`src/rtl/serial_subtractor.sv`:
```
// serial_subtractor: bit-serial OpA - OpB - BorrowIn with valid/ready handshakes.
// Define SERIAL_SUB_OVERFLOW_EN to build the two's-complement Overflow flag.
module serial_subtractor #(
    parameter int WIDTH = 8
) (
    input  logic             Clk,
    input  logic             Rst_n,
    input  logic             InValid,
    output logic             InReady,
    input  logic [WIDTH-1:0] OpA,
    input  logic [WIDTH-1:0] OpB,
    input  logic             BorrowIn,
    output logic             OutValid,
    input  logic             OutReady,
    output logic [WIDTH-1:0] Diff,
    output logic             BorrowOut,
    output logic             Overflow
);

    localparam int CW = $clog2(WIDTH + 1);

    typedef enum logic [1:0] {
        IDLE  = 2'd0,
        SHIFT = 2'd1,
        DONE  = 2'd2
    } state_t;

    state_t            state;
    state_t            state_nxt;
    logic              armed;
    logic [WIDTH-1:0]  a_sh;
    logic [WIDTH-1:0]  b_sh;
    logic [WIDTH-1:0]  res;
    logic              borrow;
    logic [CW-1:0]     cnt;
    logic              last;
    logic              accept;
    logic              d_bit;
    logic              borrow_nxt;

    // The counter runs one past the top bit so the final SHIFT cycle can
    // settle the flags, giving WIDTH+1 edges from accept to OutValid.
    assign last       = (cnt == CW'(WIDTH));
    assign accept     = (state == IDLE) && armed && InValid;
    assign d_bit      = a_sh[0] ^ b_sh[0] ^ borrow;
    assign borrow_nxt = (~a_sh[0] & b_sh[0]) | (~(a_sh[0] ^ b_sh[0]) & borrow);

    always_ff @(posedge Clk or negedge Rst_n) begin
        if (!Rst_n) begin
            state <= IDLE;
        end else begin
            state <= state_nxt;
        end
    end

    always_comb begin
        state_nxt = state;
        case (state)
            IDLE:    if (accept) state_nxt = SHIFT;
            SHIFT:   if (last) state_nxt = DONE;
            DONE:    if (OutReady) state_nxt = IDLE;
            default: state_nxt = IDLE;
        endcase
    end

    always_ff @(posedge Clk or negedge Rst_n) begin
        if (!Rst_n) begin
            armed  <= 1'b0;
            a_sh   <= '0;
            b_sh   <= '0;
            res    <= '0;
            borrow <= 1'b0;
            cnt    <= '0;
        end else begin
            armed <= 1'b1;
            if (accept) begin
                a_sh   <= OpA;
                b_sh   <= OpB;
                borrow <= BorrowIn;
                cnt    <= '0;
            end else if (state == SHIFT && !last) begin
                a_sh   <= a_sh >> 1;
                b_sh   <= b_sh >> 1;
                borrow <= borrow_nxt;
                res    <= {d_bit, res[WIDTH-1:1]};
                cnt    <= cnt + CW'(1);
            end
        end
    end

`ifdef SERIAL_SUB_OVERFLOW_EN
    logic a_msb;
    logic b_msb;
    logic ovf;

    always_ff @(posedge Clk or negedge Rst_n) begin
        if (!Rst_n) begin
            a_msb <= 1'b0;
            b_msb <= 1'b0;
            ovf   <= 1'b0;
        end else if (accept) begin
            a_msb <= OpA[WIDTH-1];
            b_msb <= OpB[WIDTH-1];
            ovf   <= 1'b0;
        end else if (state == SHIFT && last) begin
            ovf <= (a_msb ^ b_msb) & (res[WIDTH-1] ^ a_msb);
        end
    end

    assign Overflow = ovf;
`else
    assign Overflow = 1'b0;
`endif

    assign InReady   = armed && (state == IDLE);
    assign OutValid  = (state == DONE);
    assign Diff      = res;
    assign BorrowOut = borrow;

endmodule
```
`config.mk`:
```
export PLATFORM = sky130hd
export DESIGN_NAME = serial_subtractor
export DESIGN_NICKNAME = d
export VERILOG_FILES = /design/src/rtl/serial_subtractor.sv
export SDC_FILE = /design/constraint.sdc
export NUM_CORES = 1
export LEC_CHECK = 0
export ABC_AREA = 1
export CORE_ASPECT_RATIO = 1.25
export CORE_MARGIN = 3
export CORE_UTILIZATION = 45
export CTS_BUF_LIST = sky130_fd_sc_hd__clkbuf_8
export DETAILED_ROUTE_END_ITERATION = 12
export DONT_BUFFER_PORTS = 1
export GPL_TIMING_DRIVEN = 0
export PLACE_DENSITY_LB_ADDON = 0.05
export SYNTH_ARGS = -nofsm -noshare
export SYNTH_HDL_FRONTEND = slang
export SYNTH_SLANG_ARGS = --single-unit
```
`constraint.sdc`:
```
create_clock -name Clk -period 2.15 [get_ports Clk]
set_clock_uncertainty 0.05 [all_clocks]
set_input_delay 0.3225 -clock Clk [delete_from_list [all_inputs] [get_ports Clk]]
set_output_delay 0.3225 -clock Clk [all_outputs]
set_load 0.01 [all_outputs]
```
* Word-level counts from Yosys, hierarchy flattened
Index checks and enable logic that the tools add are counted.
** Word-level totals
- Register bits after elaboration :: 32
- Bits of input ports :: 21
- Output and inout port bits :: 12
- Word-level logic and storage cells :: 42
** Cells by class
- Add/sub/neg operators :: 1
- Equality and inequality tests :: 6
- Multiplexer cells :: 12
- Bitwise logic cells :: 8
- Reductions and logical operators :: 8
** Operators by type and width (number)
- $mux 8 :: 4
- $mux 4 :: 2
- $mux 2 :: 3
- $pmux 2 s3 :: 1
- $add 4x1->4 const B :: 1
- $eq 4x4->1 const B :: 1
- $ne 2x2->1 const B :: 2
- $logic_and 1x1->1 :: 3
- $not 1->1 :: 3
- $reduce_and 3->1 :: 1
- $and 1x1->1 :: 2
- $eq 2x1->1 const B :: 1
- $eq 2x2->1 const B :: 1
- $logic_not 2->1 :: 1
- $mux 1 :: 2
- $ne 2x1->1 const B :: 1
- $reduce_and 2->1 :: 1
- $reduce_bool 2->1 :: 1
- $xor 1x1->1 :: 2
- $logic_not 1->1 :: 1
- $or 1x1->1 :: 1

* Logic depth before layout (Yosys ltp)
Gate-level depths: netlist of the first run.
- Word-level depth :: 6
- Mapped depth :: 8
- Depth with buffers taken out :: 7

* Least setup slack after synthesis of the first run
Ideal clock, no wire load.
- Kind :: flip-flop to flip-flop
- Start point :: register cnt[0]
- End point :: register b_sh[5]
- Setup time :: 0.124 ns
- Arrival time :: 1.149 ns
- Data required time :: 1.976 ns
- Slack :: 0.827 ns
- Cell stages (with the launch flop) :: 9
- Path buffers :: 2
- Period minus slack after synthesis :: 1.323 ns
- Cell sequence :: dfrtp_1 inv_1 ha_1 nand3_2 nand2_4 buf_6 buf_12 nand3_2 nand3_1
** On the way
- Longest elaborated chain between the ends :: 4
** RTL lines
- start: declaration :: line 35 : logic [CW-1:0] cnt;
- start signal: assignment :: line 86 : cnt <= cnt + CW'(1);
- $eq 4x4->1 :: line 43 : assign last = (cnt == CW'(WIDTH));
- $logic_not 1->1 :: line 81 : end else if (state == SHIFT && !last) begin
- $logic_and 1x1->1 :: line 81
- $reduce_bool 2->1 (no source line)
- end signal: assignment :: line 78 : b_sh <= OpB;
- end signal: assignment :: line 83 : b_sh <= b_sh >> 1;
- end: declaration :: line 32 : logic [WIDTH-1:0] b_sh;
Every way passes these cells.
A chain may end at the register's enable or synchronous reset.

* Worst setup path in the final report of the first run
- Start point :: register state[0]
- End point :: output InReady
** On the way
- Longest elaborated chain between the ends :: 2
** RTL lines
- start: declaration :: line 28 : state_t state;
- start signal: assignment :: line 52 : state <= state_nxt;
- $logic_not 2->1 :: line 115 : assign InReady = armed && (state == IDLE);
- $logic_and 1x1->1 :: line 115
- end: declaration :: line 9 : output logic InReady,
Every way passes these cells.

==> results of run 1 <==
==> routing by layer <==
| metal | part of all wire [%] | track usage, % |
|---|---|---|
| met5 | 0 | 0 |
| met4 | 1.4 | 6.801 |
| met3 | 5.2 | 5.872 |
| met2 | 50 | 28.01 |
| met1 | 44 | 23.13 |
==> placed cells by master, fill, tap and decap left out, drive strengths merged <==
cell type	instances
buf	11
clkbuf	7
clkinv	2
conb	2
dfrtp	32
dlygate4sd3	1
fa	1
ha	2
inv	14
nand2	33
nand3	57
nand4	1
nor2	4
nor3	1
o21a	1
o21ai	10
xor2	1
==> state kept, by name (all words and copies together), names as in the netlist <==
name / cells
armed: 1
state: 2
b_sh: 8
a_sh: 8
Diff: 8
cnt: 4
BorrowOut: 1
==> worst reg2reg max path, delay by kind of cell, from the launching register on <==
kind          cells  cell delay, ps
fa+ha+maj         1             160
buf+inv           3             420
flops             1             410
simple gates      4             330
==> through the flow <==
| stage | worst slack [ps] | hold slack [ps] | instances | total power [mW] | utilization [%] |
|---|---|---|---|---|---|
| after floorplan | 827.2 | -23.09 | 170 | 1.856 | - |
| after global placement | 719.1 | -22.16 | 207 | 2.048 | 49.35 |
| after detailed placement | 699.7 | -22.13 | 207 | 2.085 | 49.35 |
| after CTS | 453.3 | 127.2 | 217 | 2.592 | 53.09 |
| after global routing | 378.3 | 132.0 | 217 | 2.778 | 53.09 |
| final | 469.4 | 135.0 | 217 | 2.553 | 53.09 |
==> cells by family after synthesis <==
logic type,count (synthesis)
AND/OR/NAND/NOR,96
flip-flops,32
buffers and inverters,25
AO/OA/AOI/OAI,11
adder cells (fa/ha/maj),3
other,2
XOR/XNOR,1
==> power groups by stage <==
stage,sequential [mW],clock (mW),combinational [mW]
floorplan,1.05,0,0.810
global route,1.11,0.519,1.14
CTS,1.08,0.495,1.02
finish,1.08,0.483,0.994
detailed placement,1.09,0,0.997
global placement,1.08,0,0.965
==> area by class of cell <==
type                            instances  area, um2
Sequential cell                        32      800.8
Timing Repair Buffer                    2      30.03
Clock buffer                            6      82.58
Inverter                               14      55.05
Multi-Input combinational cell        113      629.4
Buffer                                 11      87.58
Clock inverter                          2      10.01
Fill cell                             321       1539
Tap cell                               37      46.29
==> how the worst max path moves through the flow <==
stage                        start       to  slack [ps]  cells past startpoint
after CTS                 state[0]  InReady         450                      4
after global routing      state[0]  InReady         380                      4
after floorplan             cnt[0]  b_sh[5]         830                      8
final                     state[0]  InReady         470                      4
after detailed placement    cnt[0]  b_sh[4]         700                      8
after global placement      cnt[0]  b_sh[3]         720                      8
==> results.md, run 1 <==
- The flow ran to the end, and the final reports show no timing, DRC or antenna violations.
- The routed wirelength normalized by instance count is approximately 15 um.
- After detailed routing, the number of remaining DRC violations is 0.
- The longest clock path from root to sink contains 2 buffers.
- The count of antenna diodes in the layout is 0.
- The overall die height is 72.10 um.
- In this run the critical register-to-register path is launched from cnt[0].
- In the post-synthesis netlist, the biggest area contributors are sky130_fd_sc_hd__dfrtp_1 51%, sky130_fd_sc_hd__nand3_1 16%, sky130_fd_sc_hd__nand2_1 7.4%.
- The I/O pin count is 33.
- Compared with the post-synthesis result, the final layout area differs by 10.74%.
- The share of the synthesized area in the top cell type is around half.
- The number of antenna violations at the first check in global routing was 0.
- The simple logic cell fraction of the synthesized area is between 30% and 40%.
- The start point of the worst hold path is OpA[7].
- The register-to-register setup slack is 710 ps.
- STA puts the critical path data required time at roughly 1800 ps.
- The placeable core region is ~0.0033 mm2.
- In the routed layout, each cell is associated on average with a via count of ~5.5.
- Post-CTS repair changed the size of 0 cells.
- The worst hold endpoint is a_sh[7].
- The setup path with the least slack is of type register to output port.
- The worst path uses between 70 and 80% of the clock period.
- The hold-critical path depth is 2.
- The tree built by TritonCTS fans out to 32 sinks.
- STA classifies the critical path endpoint as an output port.
- The sequential cell fraction of total power is 42.1%.
- The synthesized netlist devotes 4.614% of its cell area to compound gates.
- The number of global-route vias before repair was approximately 1.2k.
- Counting distinct cell types in the post-synthesis netlist gives 25.
- The largest voltage drop on the vdd net is between 0.0007 and 0.0008 V.
- The final critical-path required period is about 1700 ps.
- Counting every net in the synthesized netlist gives ~190.
- The clock share of power is 18.9%.
- Setup repair after global routing left no endpoint under its margin.
- Of all flip-flops after synthesis, the portion carrying an async set or reset was 100.0%.
- Routability-driven placement finished with a final weighted congestion of 0.7327.
- Across all layers, the routed design uses roughly 1.2k vias.
- The cell count after synthesis is 170.
- The maximum cell stage delay along the critical path is about 420 ps.
- Yosys mapped a number of flops with a built-in enable equal to 0.
- Data on the critical path arrives at its endpoint at approximately 1300 ps.
- The routed design has roughly 3.2 mm of wire.
- Once layout is done, the placed cells without fillers occupy 0.001742 mm2.
- Dividing total power by cell area gives a power density of approximately 1500 mW/mm2.
- The post-route antenna net violation count is 0.
- The share of total power dissipated in combinational logic is ~39%.
- Cell internal power was estimated by the tool at around 1.5 mW.
- The H-tree was split into 2 levels.
- The total of warnings raised by yosys is 0.
- The dominant cell type by area after synthesis is sky130_fd_sc_hd__dfrtp_1.
- The first-pass detailed-route iteration total is 4.
- The setup TNS is 0 ps.
- For this configuration, the core starts out at a cell density of between 40 and 50%.
- The number of buffers added to fix hold violations after cts is 2.
- The clock tree from TritonCTS is built.
- The placed wire-length estimate after detailed placement is ~2.3 mm.
- The number of buffers inserted by port buffering is 0.
- The post-synthesis average cell area is slightly above 9 um2.
- The wire length of the first global-routing pass is approximately 5.8 mm.
- For the worst-skew pair, the clock arrives at the later sink with an insertion delay of a little under 300 ps.
- The die covers between 0.004 and 0.005 mm2.
- Measured against the total synthesized area, the mux share comes to 0%.
- For this design the static power due to leakage is between 0.8 and 0.9 nW.
- For the worst flop-to-flop path, the logic depth is 8.
- The worst min-delay path category is primary input to register.
- The slowest library cell on the worst path is sky130_fd_sc_hd__dfrtp_1.
- The detailed router finished its first iteration with about 50 violations.
- The sum of buffers and inverters on the critical path is 2.
- Synthesis inferred 32 register bits.
- Sorting the synthesized cells by how often they occur yields 50 x sky130_fd_sc_hd__nand3_1, 32 x sky130_fd_sc_hd__dfrtp_1, 31 x sky130_fd_sc_hd__nand2_1, 12 x sky130_fd_sc_hd__inv_1, 7 x sky130_fd_sc_hd__nand3_2.
- By area, the combinational part of the netlist is dominated by simple AND/OR/NAND/NOR gates.
- The post-route netlist has 20.00% of its cells at a drive strength greater than 1.
- The number of standard-cell rows in the floorplan is 23.
- Of the total synthesized cell area, the portion taken by full adders, half adders and majority gates is 2.864%.
- The buffer type at the clock tree root is sky130_fd_sc_hd__clkbuf_8.
- The number of endpoints with negative hold slack in the final report is 0.
- Of all nets on the critical path, the largest fanout is 10.
- The most used flip-flop cell after synthesis is sky130_fd_sc_hd__dfrtp_1.
- The cell with the most instances after synthesis is sky130_fd_sc_hd__nand3_1.
- The net total in the final layout is 203.
- The maximum frequency from static timing analysis is about 0.60 GHz.
- Sequential cells were found to cover around half of the synthesized design area.
- The TritonCTS buffer count is 5.
- Summed over all layers, the global routing overflow is 0.
- The all-layer global routing usage is 17.98%.
- The clock-pin slew on the worst setup and hold paths is approximately 70 ps.
- Of the total synthesized cell area, the portion taken by XOR and XNOR cells is less than 1%.
- Entering global routing, the biggest net connects 33 pins.
- The post-synthesis instance area is 0.001573 mm2.
- The signal on the critical path passes through inv_2, nand2_1, nor2_4, buf_4.
- The final max-slew violation count is 0.
- Summing all placed instances gives a cell area of around 0.0016 mm2.
- The startpoint type of the worst setup path is a register.
- The tool flagged a number of max-cap violations equal to 0.
- In this run the post-CTS setup repair buffer count came out at 0.
- The worst register-to-register path ends at cnt[2].
- The switching share of power is 40.59%.
- The switching power total is 1.036 mW.
- The kind of cell with the highest combined delay on the critical path is flip-flops.
- The final setup violation count is 0.
- The chip width is a little under 60 um.
(Power assumes the default switching activity.)
==> run 2: changes to the inputs <==
==> constraint.sdc (replaced) <==
create_clock -name Clk -period 1.54 [get_ports Clk]
set_clock_uncertainty 0.05 [all_clocks]
set_input_delay 0.231 -clock Clk [delete_from_list [all_inputs] [get_ports Clk]]
set_output_delay 0.231 -clock Clk [all_outputs]
set_load 0.01 [all_outputs]
==> results.md, run 2 (synthesis gave the netlist of run 1 again) <==
- The slowest library cell on the worst path is sky130_fd_sc_hd__dfrtp_1.
- The routed wirelength normalized by instance count came to 15.01 um (+0.62%).
- The total design power was 3.610 mW (+41%).
- The worst register-to-register path begins at cnt[0].
- The buffer type at the clock tree root is sky130_fd_sc_hd__clkbuf_8.
- The final non-filler cell area is 0.001760 mm2 (+1.1%).
- The wire length of the first global-routing pass is 5.796 mm (+0.49%).
- In the layout the commonest cells are 50 x sky130_fd_sc_hd__nand3_1, 32 x sky130_fd_sc_hd__dfrtp_1, 31 x sky130_fd_sc_hd__nand2_1, 12 x sky130_fd_sc_hd__inv_1, 7 x sky130_fd_sc_hd__nand3_2.
- The final setup violation count is 0 (unchanged).
- The final global-route overflow total came to 0 (unchanged).
- The number of vias after detailed routing was 1209 (+1.9%).
- The TritonCTS buffer count came to 5 (unchanged).
- The maximum number of pins on one net before global-route repair is 33 (unchanged).
- The worst hold endpoint is a_sh[7].
- The setup TNS is 0 ps (unchanged).
- The sequential cell fraction of total power is 41.5% (-0.6 points).
- The largest voltage drop on the vdd net was 0.001078 V (+41%).
- From synthesis to final layout, the design area changed by 11.93%.
- The cell area reported after detailed placement was 0.001619 mm2 (unchanged).
- The worst setup path is launched from a register.
- Walking the worst path, the cells encountered are inv_2, nand2_1, nor2_4, buf_6.
- The placed wire-length estimate after detailed placement is 2.279 mm (unchanged).
- The clock-pin slew on the worst setup and hold paths is 70 ps (about the same).
- The average vias per placed instance was 5.521 (+1.0%).
- The initial DRC count is 48 (-2.0%).
- The share of post-route cells with drive strength above 1 was 20.88% (+0.88 points).
- The run finished with clean final reports.
- The area enclosed by the die boundary is 0.004245 mm2 (unchanged).
- The clock share of power is 18.7% (-0.2 points).
- The number of global-route vias before repair came to 1247 (+0.65%).
- The switching power total is 1.461 mW (+41%).
- The count of antenna diodes in the layout is 0 (unchanged).
- The internal cell power is 2.149 mW (+42%).
- The DRC violation count after routing is 0 (unchanged).
- For this run, the top clock speed supported by timing is 0.6834 GHz.
- The path depth of the worst reg2reg path is 8 (unchanged).
- TritonCTS built the clock tree.
- The final weighted congestion of routability-driven global placement is 0.7327 (unchanged).
- The start point of the worst hold path is OpA[7].
- The worst setup path is captured at an output port.
- The overall die height is 72.10 um (unchanged).
- The total power per unit cell area was 2051 mW/mm2 (+40%).
- The data required time at the worst endpoint is 1260 ps (-520 ps).
- The net total in the final layout is 205 (+0.99%).
- The number of standard-cell rows in the floorplan was 23 (unchanged).
- The final max-slew violation count is 0 (unchanged).
- The first-pass detailed-route iteration total was 4 (unchanged).
- The later-pin clock latency in the skew report was 290 ps (about the same).
- The TritonCTS sink count is 32 (unchanged).
- The register-to-register setup slack came to 130 ps (-580 ps).
- The I/O pin count was 33 (unchanged).
- The number of levels the H-tree was split into was 2 (unchanged).
- The data arrival time at the worst-slack endpoint is 1180 ps (-130 ps).
- The number of buffers inserted by port buffering is 0 (unchanged).
- The final critical-path required period is between 1000 and 1500 ps.
- The reported leakage power was 0.8456 nW (+1.3%).
- The category of the critical setup timing path is register to output port.
- The maximum cell stage delay along the critical path is 420 ps (about the same).
- The initial cell density of the core came to 47.94% (unchanged).
- The all-layer global routing usage came to 18.13% (+0.15 points).
- The placeable core region was 0.003281 mm2 (unchanged).
- The fraction of power consumed by combinational cells is 39.8% (+0.9 points).
- The number of endpoints with negative hold slack in the final report is 0 (unchanged).
- The library cell used most frequently in the layout, excluding fill and tap cells, is sky130_fd_sc_hd__nand3_1.
- The wire length after detailed routing came to 3.288 mm (+1.5%).
- The switching share of power is 40.48% (-0.11 points).
- The largest fanout of any net on the critical path is 10 (unchanged).
- The hold-critical path depth is 2 (unchanged).
- The worst hold path belongs to the class primary input to register.
- In the finished design, the share of the clock period the worst path needs comes to a little over nine tenths.
- The chip width came to 58.88 um (unchanged).
- The number of buffers between clock root and the deepest sink came to 2 (unchanged).
- The max-capacitance violation count is 0 (unchanged).
- The post-route antenna net violation count came to 0 (unchanged).
- In this run the critical register-to-register path is captured at cnt[2].
- The number of antenna violations at the first check in global routing was 0 (unchanged).
run 2: cell types whose count changed in the layout (fill, tap and decap cells not counted), sizes merged:
cell / previous run / this run
buf: 11 / 13
run 2: stage by stage:
stage,utilization (%),hold WS (ps),std cells,worst slack (ps)
floorplan,-,-114.6,170,217.2
global placement,49.35,-113.7,207,109.1
detailed placement,49.35,-113.6,207,89.74
CTS,53.32,35.68,218,38.68
global route,53.66,40.00,219,-5.964
finish,53.66,41.83,219,76.80
run 2: critical path, delay by kind of cell (launching register included):
kind | cells | cell delay, ps
and+or+nand+nor | 2 | 230
buffers and inverters | 2 | 250
DFF | 1 | 420
run 2: cell type report:
cell class              count  area, um2
fillers                   318       1520
clock inverters             2      10.01
inverters                  14      55.05
well taps                  37      46.29
multi-input cells         113      629.4
clock buffers               6      82.58
repair buffers              4      45.04
plain buffers              11      91.34
flip-flops and latches     32      800.8
run 2: per-layer routing:
layer / share of wire, % / GRT usage [%] / up-vias
met3: 5.7 / 5.872 / 6
met4: 1.3 / 6.801 / 0
met2: 50 / 28.62 / 35
met1: 42 / 23.01 / 588
met5: 0 / 0 / -
li1: - / - / 580
run 2: worst max-delay path by stage:
stage                   from      end  slack, ps  cells past startpoint
finish              state[0]  InReady         80                      4
global route        state[0]  InReady         -6                      4
CTS                 state[0]  InReady         40                      4
detailed placement    cnt[0]  b_sh[4]         90                      8
global placement      cnt[0]  b_sh[3]        110                      8
floorplan             cnt[0]  b_sh[5]        220                      8
run 2: repair_timing:
action | CTS | global route
setup endpoints to repair | 1 | 11
pin swaps | 1 | 0
gates resized for setup | 0 | 1
hold buffers | 2 | 0
buffers inserted | 1 | 1
endpoints found under the hold margin | 32 | 0
run 2: power groups by stage:
stage                     logic [mW]  clock network [mW]  registers [mW]
after floorplan                 1.13                   0            1.46
after global placement          1.35                   0            1.51
after detailed placement        1.39                   0            1.52
after CTS                       1.43               0.692            1.51
after global routing            1.65               0.721            1.55
final                           1.44               0.675            1.50
==> run 3: changes to the inputs <==
--- a/config.mk
+++ b/config.mk
@@ -7,11 +7,12 @@
 export LEC_CHECK = 0
 export ABC_AREA = 1
 export CORE_ASPECT_RATIO = 1.25
-export CORE_MARGIN = 3
+export CORE_MARGIN = 2
 export CORE_UTILIZATION = 45
 export CTS_BUF_LIST = sky130_fd_sc_hd__clkbuf_8
 export DETAILED_ROUTE_END_ITERATION = 12
 export DONT_BUFFER_PORTS = 1
+export GPL_ROUTABILITY_DRIVEN = 1
 export GPL_TIMING_DRIVEN = 0
 export PLACE_DENSITY_LB_ADDON = 0.05
 export SYNTH_ARGS = -nofsm -noshare
==> results.md, run 3 (synthesis gave the netlist of run 1 again) <==
- The worst min-delay path category is primary input to register.
- The startpoint type of the worst setup path is a register.
- The number of levels the H-tree was split into is 2 (unchanged).
- Setup repair after global routing left no endpoint under its margin.
- The placeable core region is 0.003423 mm2 (+4.3%).
- The path depth of the worst reg2reg path came to 8 (unchanged).
- The maximum frequency from static timing analysis is 0.6769 GHz (-0.96%).
- TritonCTS built the clock tree.
- The number of endpoints with negative hold slack in the final report was 0 (unchanged).
- The portion of the clock cycle consumed by the worst path in the final layout is 95.93% (+0.92 points).
- The switching share of power is 38.69% (-1.8 points).
- The post-route antenna net violation count is 0 (unchanged).
- The TritonCTS buffer count came to 5 (unchanged).
- The average vias per placed instance is 5.518 (about the same).
- In this run the critical register-to-register path is captured at b_sh[3].
- The startpoint of the worst-slack reg-to-reg timing path is cnt[0].
- The overall die height is 70.10 um (-2.8%).
- The final global-route overflow total is 0 (unchanged).
- The reported leakage power was 0.8531 nW (+0.89%).
- The number of antenna violations at the first check in global routing is 0 (unchanged).
- The later-pin clock latency in the skew report was 290 ps (about the same).
- The number of buffers inserted by port buffering is 0 (unchanged).
- The internal cell power is 2.348 mW (+9.3%).
- The DRC violation count after routing came to 0 (unchanged).
- The path with the worst hold slack has its endpoint at b_sh[7].
- The initial DRC count is 39 (-19%).
- The all-layer global routing usage is 19.32% (+1.2 points).
- The buffer type at the clock tree root is sky130_fd_sc_hd__clkbuf_8.
- The minimum hold slack was 27.68 ps (-14.15 ps).
- The routed wirelength normalized by instance count was 15.53 um (+3.5%).
- The max-capacitance violation count is 0 (unchanged).
- The initial cell density of the core was 45.94% (-2.0 points).
- The first-pass detailed-route iteration total is 4 (unchanged).
- The final critical-path required period was 1477 ps (+14.19 ps).
- The TritonCTS sink count is 32 (unchanged).
- The chip width is 56.88 um (-3.4%).
- The post-route worst setup slack is 62.61 ps (-14.19 ps).
- The leading cell type in the layout, fill and taps excluded is sky130_fd_sc_hd__nand3_1.
- The data required time at the worst endpoint was 1260 ps (about the same).
- The synthesis-to-finish area growth is 13.76%.
- The count of filler cells inserted in the layout is 341 (+7.2%).
- The clock-pin slew on the worst setup and hold paths is 70 ps (about the same).
- The share of post-route cells with drive strength above 1 was 21.55% (+0.67 points).
- The data arrival time at the worst-slack endpoint is 1200 ps (+20 ps).
- The largest fanout of any net on the critical path is 10 (unchanged).
- The wire length of the first global-routing pass is 5.809 mm (+0.22%).
- The total design power is 3.830 mW (+6.1%).
- The hold-critical path depth is 2 (unchanged).
- Traced cell by cell, the critical path runs through inv_2, nand2_1, nor2_4, buf_6.
- The number of buffers between clock root and the deepest sink came to 2 (unchanged).
- The total power per unit cell area is 2141 mW/mm2 (+4.4%).
- The maximum cell stage delay along the critical path was 420 ps (about the same).
- The library cells used most frequently in the layout, excluding fill and tap cells, are 50 x sky130_fd_sc_hd__nand3_1, 32 x sky130_fd_sc_hd__dfrtp_1, 31 x sky130_fd_sc_hd__nand2_1, 10 x sky130_fd_sc_hd__inv_1.
- The fraction of power consumed by combinational cells was 37.2% (-2.6 points).
- The sum of buffers and inverters on the critical path came to 2 (unchanged).
- The number of global-route vias before repair is 1253 (+0.48%).
- The number of standard-cell rows in the floorplan is 24 (+4.3%).
- The largest voltage drop on the vdd net is 0.001217 V (+13%).
- The clock share of power is 23.3% (+4.6 points).
- The final max-slew violation count came to 0 (unchanged).
- The maximum number of pins on one net before global-route repair is 33 (unchanged).
- The number of vias after detailed routing was 1214 (+0.41%).
- The I/O pin count is 33 (unchanged).
- The worst slack at placement came to 64.57 ps (-25.17 ps).
- The worst setup path is captured at an output port.
- The start point of the worst hold path is OpB[7].
- The setup TNS came to 0 ps (unchanged).
- The net total in the final layout is 204 (-0.49%).
- The run finished with clean final reports.
- The switching power total is 1.482 mW (+1.4%).
- The count of antenna diodes in the layout was 0 (unchanged).
- Among cell families on the critical path, the largest total delay comes from flip-flops.
- The final setup violation count is 0 (unchanged).
- The final weighted congestion of routability-driven global placement is 0.7251 (-1.0%).
- The area enclosed by the die boundary came to 0.003987 mm2 (-6.1%).
- The placed wire-length estimate after detailed placement is 2.320 mm (+1.8%).
- The wire length after detailed routing is 3.417 mm (+3.9%).
- The critical path is of the register to output port type.
- The slowest library cell on the worst path is sky130_fd_sc_hd__dfrtp_1.
- The register-to-register setup slack was 90 ps (-40 ps).
- The sequential cell fraction of total power is 39.4% (-2.1 points).
## run 3: cell count changes in the layout (fill, tap and decap cells not counted)
cell / before / now
sky130_fd_sc_hd__clkinv_2: 2 / 0
sky130_fd_sc_hd__clkbuf_8: 6 / 7
sky130_fd_sc_hd__inv_1: 12 / 10
sky130_fd_sc_hd__inv_2: 1 / 3
sky130_fd_sc_hd__bufinv_16: 0 / 1
sky130_fd_sc_hd__buf_4: 6 / 5
## run 3: what timing repair did
item	4_1_cts	5_1_grt
buffers inserted	1	0
endpoints found under the hold margin	32	0
endpoints found under the setup margin	1	14
hold buffers	2	0
pin swaps	1	0
resized for setup	0	3
## run 3: how the worst max path moves through the flow
stage	start	endpoint	slack, ps	depth (start not counted)
detailed placement	cnt[0]	b_sh[5]	60	8
finish	state[0]	InReady	60	4
CTS	state[0]	InReady	40	4
floorplan	cnt[0]	b_sh[5]	220	8
global route	cnt[0]	a_sh[6]	3	8
global placement	cnt[0]	b_sh[5]	120	8
## run 3: layout make-up
cell class / count / area (um2) / area share (%)
Timing Repair Buffer: 3 / 37.54 / 2.098
Inverter: 14 / 55.05 / 3.077
Tap cell: 39 / 48.80 / 2.727
Sequential cell: 32 / 800.8 / 44.76
Buffer: 11 / 91.34 / 5.105
Clock buffer: 7 / 96.34 / 5.385
Clock inverter: 1 / 30.03 / 1.678
Multi-Input combinational cell: 113 / 629.4 / 35.17
## run 3: power by group through the flow
stage	Sequential (mW)	Clock, mW	Combinational (mW)
after global routing	1.55	0.944	1.61
after CTS	1.51	0.909	1.45
after floorplan	1.46	0	1.13
final	1.51	0.893	1.43
after detailed placement	1.53	0	1.40
after global placement	1.51	0	1.35
## run 3: per-stage QoR
step                cells  area [um2]  util, %
CTS                   220        1785    52.16
finish                220        1789    52.27
floorplan             170        1573        -
global placement      209        1622    47.37
global route          220        1789    52.27
detailed placement    209        1622    47.37
## run 3: per-layer routing
metal / GRT usage [%] / up-vias / share of wire (%)
met2: 32.17 / 37 / 51
met4: 8.527 / 0 / 2.0
li1: - / 576 / -
met3: 6.852 / 6 / 6.5
met1: 22.10 / 595 / 40
met5: 0 / - / 0
